--- src/rtl/cpu_ctrl_pkg.sv ---
// Shared control-stage types: interrupt sequencer states,
// PC-source selects and the sequencer's output bundle.
package cpu_ctrl_pkg;

  typedef enum logic [2:0] {
    IDLE,
    DRAIN,
    SAVE,
    VECTOR,
    ISR,
    RESTORE
  } isr_state_t;

  localparam logic [1:0] PC_SEQ = 2'b00;
  localparam logic [1:0] PC_VEC = 2'b01;
  localparam logic [1:0] PC_RET = 2'b10;

  typedef struct packed {
    logic       save_f;
    logic       return_f;
    logic       stall;
    logic       flush;
    logic [1:0] pc_sel;
    logic       int_ack;
    logic       in_isr;
  } isr_ctl_t;

  function automatic isr_ctl_t ctl_of(isr_state_t s);
    isr_ctl_t c;
    c = '0;
    c.pc_sel = PC_SEQ;
    case (s)
      DRAIN: c.stall = 1'b1;
      SAVE: begin
        c.stall  = 1'b1;
        c.save_f = 1'b1;
      end
      VECTOR: begin
        c.flush   = 1'b1;
        c.pc_sel  = PC_VEC;
        c.int_ack = 1'b1;
      end
      ISR: c.in_isr = 1'b1;
      RESTORE: begin
        c.return_f = 1'b1;
        c.flush    = 1'b1;
        c.pc_sel   = PC_RET;
        c.in_isr   = 1'b1;
      end
      default: c = '0;
    endcase
    return c;
  endfunction

endpackage

--- src/rtl/drain_timer.sv ---
// Loadable 4-bit down-counter timing the pipeline drain
// before the flags are saved.
module drain_timer (
  input  logic       clk,
  input  logic       rst_n,
  input  logic       load,
  input  logic       en,
  input  logic [3:0] load_val,
  output logic       zero
);

  logic [3:0] cnt_q;
  logic [3:0] cnt_d;

  always_comb begin
    cnt_d = cnt_q;
    if (load) begin
      cnt_d = load_val;
    end else if (en && cnt_q != 4'd0) begin
      cnt_d = cnt_q - 4'd1;
    end
  end

  always_ff @(posedge clk or negedge rst_n) begin
    if (!rst_n) begin
      cnt_q <= 4'd0;
    end else begin
      cnt_q <= cnt_d;
    end
  end

  assign zero = (cnt_q == 4'd0);

endmodule

--- src/rtl/ccr_int_ctrl.sv ---
// Interrupt entry/return sequencer driving the CCR save and
// restore strobes plus the stall/flush/PC-select bracket.
module ccr_int_ctrl
  import cpu_ctrl_pkg::*;
#(
  parameter int unsigned DRAIN_CYCLES = 3
) (
  input  logic       clk,
  input  logic       rst_n,
  input  logic       int_req,
  input  logic       rti_dec,
  output logic       saveF,
  output logic       returnF,
  output logic       stall,
  output logic       flush,
  output logic [1:0] pc_sel,
  output logic       int_ack,
  output logic       in_isr,
  output logic       rti_err
);

  localparam logic [3:0] DC    = DRAIN_CYCLES[3:0];
  localparam logic [3:0] DC_M1 = DC - 4'd1;

  isr_state_t state_q;
  isr_state_t state_d;
  isr_ctl_t   ctl_q;
  logic       err_q;
  logic       err_d;
  logic       tmr_ld;
  logic       tmr_en;
  logic       tmr_zero;

  drain_timer u_drain (
    .clk      (clk),
    .rst_n    (rst_n),
    .load     (tmr_ld),
    .en       (tmr_en),
    .load_val (DC_M1),
    .zero     (tmr_zero)
  );

  always_comb begin
    state_d = state_q;
    tmr_ld  = 1'b0;
    tmr_en  = 1'b0;
    err_d   = 1'b0;
    unique case (state_q)
      IDLE: begin
        err_d = rti_dec;
        if (int_req) begin
          if (DC == 4'd0) begin
            state_d = SAVE;
          end else begin
            state_d = DRAIN;
            tmr_ld  = 1'b1;
          end
        end
      end
      DRAIN: begin
        if (tmr_zero) state_d = SAVE;
        else          tmr_en  = 1'b1;
      end
      SAVE:    state_d = VECTOR;
      VECTOR:  state_d = ISR;
      // int_req is masked here; only RTI leaves the handler
      ISR:     if (rti_dec) state_d = RESTORE;
      RESTORE: state_d = IDLE;
      default: state_d = IDLE;
    endcase
  end

  always_ff @(posedge clk or negedge rst_n) begin
    if (!rst_n) begin
      state_q <= IDLE;
      ctl_q   <= '0;
      err_q   <= 1'b0;
    end else begin
      state_q <= state_d;
      ctl_q   <= ctl_of(state_d);
      err_q   <= err_d;
    end
  end

  assign saveF   = ctl_q.save_f;
  assign returnF = ctl_q.return_f;
  assign stall   = ctl_q.stall;
  assign flush   = ctl_q.flush;
  assign pc_sel  = ctl_q.pc_sel;
  assign int_ack = ctl_q.int_ack;
  assign in_isr  = ctl_q.in_isr;
  assign rti_err = err_q;

endmodule

--- config.mk ---
export PLATFORM = sky130hd
export DESIGN_NAME = ccr_int_ctrl
export DESIGN_NICKNAME = d
export VERILOG_FILES = /design/src/rtl/cpu_ctrl_pkg.sv /design/src/rtl/drain_timer.sv /design/src/rtl/ccr_int_ctrl.sv
export SDC_FILE = /design/constraint.sdc
export NUM_CORES = 1
export LEC_CHECK = 0
export CORE_AREA = 2 2 39 41
export DETAILED_ROUTE_END_ITERATION = 8
export DIE_AREA = 0 0 41 43
export GPL_TIMING_DRIVEN = 0
export HOLD_SLACK_MARGIN = 0.02
export PLACE_DENSITY = 0.76
export RECOVER_POWER = 25
export SETUP_SLACK_MARGIN = 0.05
export SKIP_LAST_GASP = 1
export SYNTH_ARGS = -nofsm -noshare
export SYNTH_HDL_FRONTEND = slang
export SYNTH_SLANG_ARGS = --single-unit
--- constraint.sdc ---
create_clock -name clk -period 2.54 [get_ports clk]
set_input_delay 0.508 -clock clk [delete_from_list [all_inputs] [get_ports clk]]
set_output_delay 0.508 -clock clk [all_outputs]
set_load 0.05 [all_outputs]
; After elaboration in Yosys (flattened, before gate mapping)
; Index checks and enable logic that the tools add are counted.
[word_totals]
ff_bits = 16
latchBits = 0
ramBits = 0
rom_bits = 0
inputBits = 4
memories = 0
[classes]
n_addsub = 1
n_mul = 0
div = 0
n_lt_le_gt_ge = 0
eq_ne = 9
n_shift = 0
mux = 17
bitwise = 0
n_reduce_logical = 7
[op_table]
columns = operator, count
row1 = case mux 3 bit (5 select lines), 1
row2 = equality test 3 x 2 -> 1 bit (second input constant), 4
row3 = 2-to-1 mux 1 bit, 10
row4 = equality test 3 bit (second input constant), 3
row5 = 2-to-1 mux 3 bit, 3
row6 = 2-to-1 mux 4 bit, 2
row7 = equality test 3 x 1 -> 1 bit (second input constant), 2
row8 = case mux 3 bit (2 select lines), 1
row9 = zero test 4 bit, 1
row10 = nonzero test 4 bit, 1
row11 = OR reduction 2 bit, 2
row12 = subtractor 4 x 1 -> 4 bit (second input constant), 1
row13 = zero test 3 bit, 1
row14 = nonzero test 2 bit, 1
row15 = logical AND 1 bit, 1

; Longest topological paths before layout
; Gate-level depths: netlist (run 1).
[depth]
ltp_word = 6
depth_mapped = 6
ltp_nobuf = 5

; By module
; Synthesis (run 1) repeated with hierarchy kept, for this count alone.
[hier_totals]
cells_unflattened = 67
area_unflattened_um2 = 749.5
[modules_own_cells]
columns = module, instances, cells_each, area_each_um2, seq_area_each_um2
row1 = ccr_int_ctrl, 1, 40, 479.2, 275.3
row2 = drain_timer, 1, 27, 270.3, 100.1

; Worst setup path after synthesis (run 1)
; No wires, ideal clock.
[synth_timing]
path_kind = register to register
startpoint = reg u_drain.cnt_q[0]
endpoint = reg u_drain.cnt_q[0]
setup_time_ps = 119
t_arrival_ps = 1364
t_required_ps = 2421
slack_ps = 1057
path_stages_with_launch = 7
n_path_buf = 1
period_less_slack_ps = 1483
cell_sequence = dfrtp_1 inv_1 ha_1 or3b_1 buf_2 and3_1 o21a_1
[synth_via]
elab_chain_len = 5
[synth_lines]
columns = item, line
row1 = start: declaration, drain_timer.sv:12  ; logic [3:0] cnt_q;
row2 = start signal: assignment, drain_timer.sv:28  ; cnt_q <= cnt_d;
row3 = "parallel branches: the longest is 5 deep, another holds subtractor 4 x 1 -> 4 bit", -
; Several ways; the timed one is not identified. The select of a mux whose other input is x is not followed.
; A chain may end at the register's enable or synchronous reset.

; Worst setup path in the final report (run 1)
[layout_timing]
startpoint = reg ctl_q, in the netlist pc_sel[1]
endpoint = out pc_sel[1]
[layout_rtl]
columns = item, line
row1 = start: declaration, ccr_int_ctrl.sv:27  ; isr_ctl_t ctl_q;
row2 = start signal: assignment, ccr_int_ctrl.sv:80  ; ctl_q <= ctl_of(state_d);
row3 = end: declaration, ccr_int_ctrl.sv:16  ; output logic [1:0] pc_sel,
; No word-level cell between the ends.

==> results of run 1 <==
-- cell usage in the layout (no fill, tap or decap) --
master,netlist,layout
dfrtp_1,15,15
clkdlybuf4s50_1,0,9
nor2_1,3,3
and3_1,3,3
clkbuf_4,0,3
dlygate4sd3_1,0,3
clkbuf_1,0,2
buf_2,3,2
nor3b_1,2,2
or3b_1,2,2
nand3b_1,2,2
o21ai_0,2,2
nand2_1,2,2
inv_1,2,2
a21oi_1,2,2
buf_6,1,1
or2_1,1,1
nand2b_1,1,1
a31o_2,1,1
or4b_4,1,1
nor3b_2,1,1
nor3_1,1,1
nor4b_1,1,1
nand3_1,1,1
mux2i_1,1,1
or3_1,1,1
o211ai_2,1,1
o31ai_1,1,1
o21ai_1,1,1
o21a_1,1,1
ha_1,1,1
buf_4,1,1
-- layer usage --
| layer | global-route usage [%] | wire (um) | share of wire (%) | vias up |
|---|---|---|---|---|
| met5 | 0 | 0 | 0 | - |
| li1 | - | - | - | 224 |
| met4 | 10.00 | 15 | 1.4 | 0 |
| met3 | 3.141 | 37 | 3.4 | 2 |
| met1 | 23.18 | 484 | 45 | 213 |
| met2 | 21.56 | 544 | 50 | 10 |
-- logic make-up after synthesis --
family | count (synthesis) | synth area share [%]
buffers and inverters | 7 | 6.358
flip-flops | 15 | 57.80
multiplexers | 1 | 1.541
AND/OR/NAND/NOR | 22 | 22.93
AO/OA/AOI/OAI | 9 | 9.441
adder cells (fa/ha/maj) | 1 | 1.926
-- power by group through the flow --
stage | Combinational (uW) | Clock (uW) | Sequential [uW]
floorplan | 267 | 0 | 445
CTS | 485 | 135 | 348
global route | 527 | 146 | 355
finish | 479 | 132 | 347
global placement | 467 | 0 | 350
detailed placement | 482 | 0 | 354
-- state kept, by name, indices dropped and copies added (netlist names) --
| signal | flops |
|---|---|
| state_q | 3 |
| in_isr | 1 |
| rti_err | 1 |
| saveF | 1 |
| int_ack | 1 |
| pc_sel | 2 |
| u_drain.cnt_q | 4 |
| stall | 1 |
| flush | 1 |
-- path summary, 6_finish.rpt --
path / endpoint / depth (start not counted)
min in group asynchronous: u_drain.cnt_q[0] / 1
hold / removal: u_drain.cnt_q[2] / 1
hold reg to reg: u_drain.cnt_q[2] / 1
setup reg to reg: u_drain.cnt_q[0] / 6
max in group asynchronous: state_q[0] / 1
setup / recovery: pc_sel[1] / 2
-- critical path, delay by kind of cell, from the launching register on --
family / cells / cell delay [ps]
flops: 1 / 360
buf+inv: 2 / 880
-- layout make-up --
cell class	instances	share of cell area (%)
sequential	15	46.08
multi-input combinational	33	28.57
timing repair buffer	12	14.75
buffer	5	3.994
clock buffer	4	3.226
tap	16	2.458
inverter	2	0.9217
-- per-stage QoR --
stage	hold WS, ps	cell area [um^2]	utilization, %
2_1_floorplan	212.4	649.4	-
3_3_place_gp	482.9	789.5	57.05
3_5_place_dp	496.3	789.5	57.05
4_1_cts	508.8	815.8	58.95
5_1_grt	532.8	814.5	58.86
6_report	500.5	814.5	58.86
==> results.cfg, run 1 <==
[status]
status = completed

[placement]
dp_cells = 83
io_buffers = 12
gp_congestion = 0.7053
post-place-ws_ps = 743.5

[logic_synthesis]
synth_top_area_cell = dfrtp_1
yosysUniqueCellTypes = 28
synthTopCellsByCount = 15 x dfrtp_1, 3 x and3_1, 3 x buf_2, 3 x nor2_1
synthCells = 55
synth_seq_area_share_pct = 57.80
yosys_warnings = 0
synthTopCellsByArea = dfrtp_1 58%, and3_1 2.9%, or3b_1 2.7%, buf_2 2.3%, nand3b_1 2.3%
synth_ff_type = dfrtp_1
synth_nets = 60
synth-edff-count = 0
async_reset_ff_share_pct = 100.0
yosysMostFrequentCell = dfrtp_1
syn_area_per_cell_um2 = 11.81
syn_area_um2 = 649.4
ys_ff_latch = 15
synth_top_area_share_pct = 57.80

[timing]
max_freq_mhz = 493.7
slew_headroom_pct = 54.38
setup_slack_ps = 514.3
finalHoldViolCount = 0
clock_skew_ps = 7.062
slew_viol_final = 0
rsz0062_at_grt = false
period_needed_ps = 2026
finalCritPeriodShare_pct = 79.75
finalSetupViolCount = 0
worst_pin_slew_ps = 682.1
fin_tns_setup_ps = 0

[floorplanning]
row_count = 14
dieWidth_um = 41
core_area_um2 = 1384
fp.dieH_um = 43
start_util_pct = 46.93
io_pins = 13
die-area_um2 = 1763

[pwr]
power_uw = 958.0
p_int_uw = 570.7
pwr_density_cell_nw_per_um2 = 1176
power_frac_seq_pct = 36.2
cellLeakagePower_uw = 0.0003838
p_comb_share_pct = 50.0
swShare_pct = 40.43
peakVddDrop_v = 0.0006203
switchingPower_uw = 387.3
clkPwrFrac_pct = 13.8

[critical_path]
path_class = reg2out
cp_slowest_cell = clkdlybuf4s50_1
r2r_setup_slack_ps = 970
slowest_delay_ps = 780
r2r-start = u_drain.cnt_q[0]
cp-end-kind = output pin
crit_fanout = 2
critPathLaunchType = register
cp-startpoint = pc_sel[1]
critPathArrivalTime_ps = 1520
required_ps = 2030
crit_path_cell_trace = buf_4 -> clkdlybuf4s50_1

[layout]
areaGrowthSynthToFinish_pct = 25.43
antenna_cells = 0
multi_input_comb_area_um2 = 232.7
final_net_count = 77
nFillCells = 125
final_cell_count_no_fill = 87
regArea_um2 = 375.4
drive_gt1_share_pct = 15.49

[clock_network]
cts_tree = done
ctsHtreeMaxLevel = 1
clkTransAtPathRegs_ps = 90
postCtsHoldBufs = 0
post_cts_buffers = 0
cts.sinks = 15
max-clock-path-buffers = 2
cts_buffers = 3
post_cts_resized = 0
root_buffer = clkbuf_4
clk_latency_ps = 280

[grt]
grt_first_pass_wirelength_mm = 1.863
grt.total_usage_pct = 16.12
overflow = 0
grt_pass1_vias = 426
antenna_found_initial = 0
grt_max_degree = 16

[route]
drc = 0
firstDrtPassIters = 4
post_drt_via_cell_ratio = 5.161
route.vias.total = 449
wirelength_mm = 1.081
wl_per_cell_um = 12.43
drt_iter0_drc = 4
ant_nets = 0

[flow_run]
maxCapViolations = 0

[hold_path]
hold_class = reg2reg
min-delay-start = u_drain.cnt_q[2]
Power figures use the tool's default switching activity.
==> run 2, diff against run 1 <==
--- a/config.mk
+++ b/config.mk
@@ -5,12 +5,12 @@
 export SDC_FILE = /design/constraint.sdc
 export NUM_CORES = 1
 export LEC_CHECK = 0
-export CORE_AREA = 2 2 39 41
+export CORE_MARGIN = 2
+export CORE_UTILIZATION = 47
 export DETAILED_ROUTE_END_ITERATION = 8
-export DIE_AREA = 0 0 41 43
 export GPL_TIMING_DRIVEN = 0
 export HOLD_SLACK_MARGIN = 0.02
-export PLACE_DENSITY = 0.76
+export PLACE_DENSITY = 0.74
 export RECOVER_POWER = 25
 export SETUP_SLACK_MARGIN = 0.05
 export SKIP_LAST_GASP = 1
==> constraint.sdc (replaced) <==
create_clock -name clk -period 1.99 [get_ports clk]
set_input_delay 0.398 -clock clk [delete_from_list [all_inputs] [get_ports clk]]
set_output_delay 0.398 -clock clk [all_outputs]
set_load 0.05 [all_outputs]
==> results.cfg, run 2 (same netlist as run 1, synthesis figures left out) <==
[status]
status = completed

[timing]
fin_tns_setup_ps = 0
slew_viol_final = 0
clock_skew_ps = 3.254
slew_headroom_pct = 55.01
max_freq_mhz = 544.1
rsz0062_at_grt = false
worst_pin_slew_ps = 672.6
finalHoldViolCount = 0
finalSetupViolCount = 0
period_needed_ps = 1838
finalCritPeriodShare_pct = 92.35
hold_ws_ps = 503.4

[clock_network]
root_buffer = clkbuf_4
ctsHtreeMaxLevel = 1
cts.sinks = 15
clkTransAtPathRegs_ps = 90
cts_buffers = 3
max-clock-path-buffers = 2
cts_tree = done
clk_latency_ps = 280

[pwr]
power_uw = 1215
power_frac_seq_pct = 36.7
swShare_pct = 41.57
switchingPower_uw = 505.2
cellLeakagePower_uw = 0.0004040
p_comb_share_pct = 49.2
p_int_uw = 710.1
clkPwrFrac_pct = 14.1
peakVddDrop_v = 0.0007638
pwr_density_cell_nw_per_um2 = 1499

[layout]
final_common_cell = dfrtp_1
final_net_count = 77
nFillCells = 119
drive_gt1_share_pct = 16.90
largest-register = u_drain.cnt_q
areaGrowthSynthToFinish_pct = 24.86
antenna_cells = 0
layout_common_cells = 15 x dfrtp_1, 9 x clkdlybuf4s50_1
largest_reg_flops = 4

[critical_path]
cp_slowest_cell = clkdlybuf4s50_1
crit_path_cell_trace = clkdlybuf4s50_1
cp-end-kind = output pin
crit_fanout = 2
required_ps = 1590
critPathTopFamily = buffers and inverters
slowest_delay_ps = 800
critPathLaunchType = register
critPathArrivalTime_ps = 1440
path_class = reg2out
path_buf_inv = 1

[route]
route.vias.total = 463
ant_nets = 0
post_drt_via_cell_ratio = 5.384
drc = 0
drt_iter0_drc = 7
wl_per_cell_um = 13.43
firstDrtPassIters = 2
wirelength_mm = 1.155

[flow_run]
maxCapViolations = 0

[hold_path]
hold_class = reg2reg

[grt]
grt_first_pass_wirelength_mm = 1.807
overflow = 0
grt_max_degree = 16
use_met1_pct = 21.58
grt_pass1_vias = 407
grt_util_met2_pct = 27.34
busiest_layer = met2
met3_usage_pct = 4.891
antenna_found_initial = 0
grt.total_usage_pct = 17.16

[floorplanning]
row_count = 13
io_pins = 13
start_util_pct = 49.90
fp.dieH_um = 41.17
core_area_um2 = 1301
die-area_um2 = 1695
dieWidth_um = 41.17

[placement]
post-dp-hpwl_um = 862.5
io_buffers = 12
gp_congestion = 0.7296
[run 2: final timing paths]
kind / from / to / slack [ps] / depth (start not counted)
max: pc_sel[1] / returnF / 150 / 1
min: u_drain.cnt_q[2] / u_drain.cnt_q[2] / 500 / 1
max reg2reg: u_drain.cnt_q[0] / u_drain.cnt_q[0] / 410 / 6
min reg2reg: u_drain.cnt_q[2] / u_drain.cnt_q[2] / 500 / 1
max in group asynchronous: rst_n / u_drain.cnt_q[0] / 980 / 1
min in group asynchronous: rst_n / pc_sel[0] / 590 / 1
[run 2: per-layer routing]
layer,vias to the layer above,routed length (um)
li1,223,-
met1,226,506
met4,0,10
met2,12,586
met5,-,0
met3,2,51
[run 2: timing repair]
item / CTS / global route
hold buffers: 0 / 0
gates resized for setup: 0 / 1
endpoints found under the setup margin: 0 / 1
buffers inserted: 0 / 0
[run 2: power by group through the flow]
stage,Clock [uW],Sequential (uW),Combinational [uW]
after global routing,189,455,664
after CTS,177,449,620
after detailed placement,0,455,619
final,172,446,598
after global placement,0,448,598
after floorplan,0,568,341
[run 2: stage by stage]
stage / std cells / setup WS [ps] / instance area [um^2] / utilization, %
finish: 86 / 152.2 / 810.8 / 62.31
global route: 86 / 82.10 / 810.8 / 62.31
CTS: 86 / 58.03 / 815.8 / 62.69
detailed placement: 82 / 293.4 / 788.3 / 60.58
global placement: 82 / 313.3 / 788.3 / 60.58
floorplan: 55 / 507.3 / 649.4 / -
[run 2: layout make-up]
class,instances,area (um^2),area share (%)
Buffer,5,26.28,3.241
Clock inverter,1,5.005,0.6173
Timing Repair Buffer,12,122.6,15.12
Clock buffer,3,22.52,2.778
Tap cell,15,18.77,2.315
Sequential cell,15,375.4,46.30
Inverter,2,7.507,0.9259
Multi-Input combinational cell,33,232.7,28.70
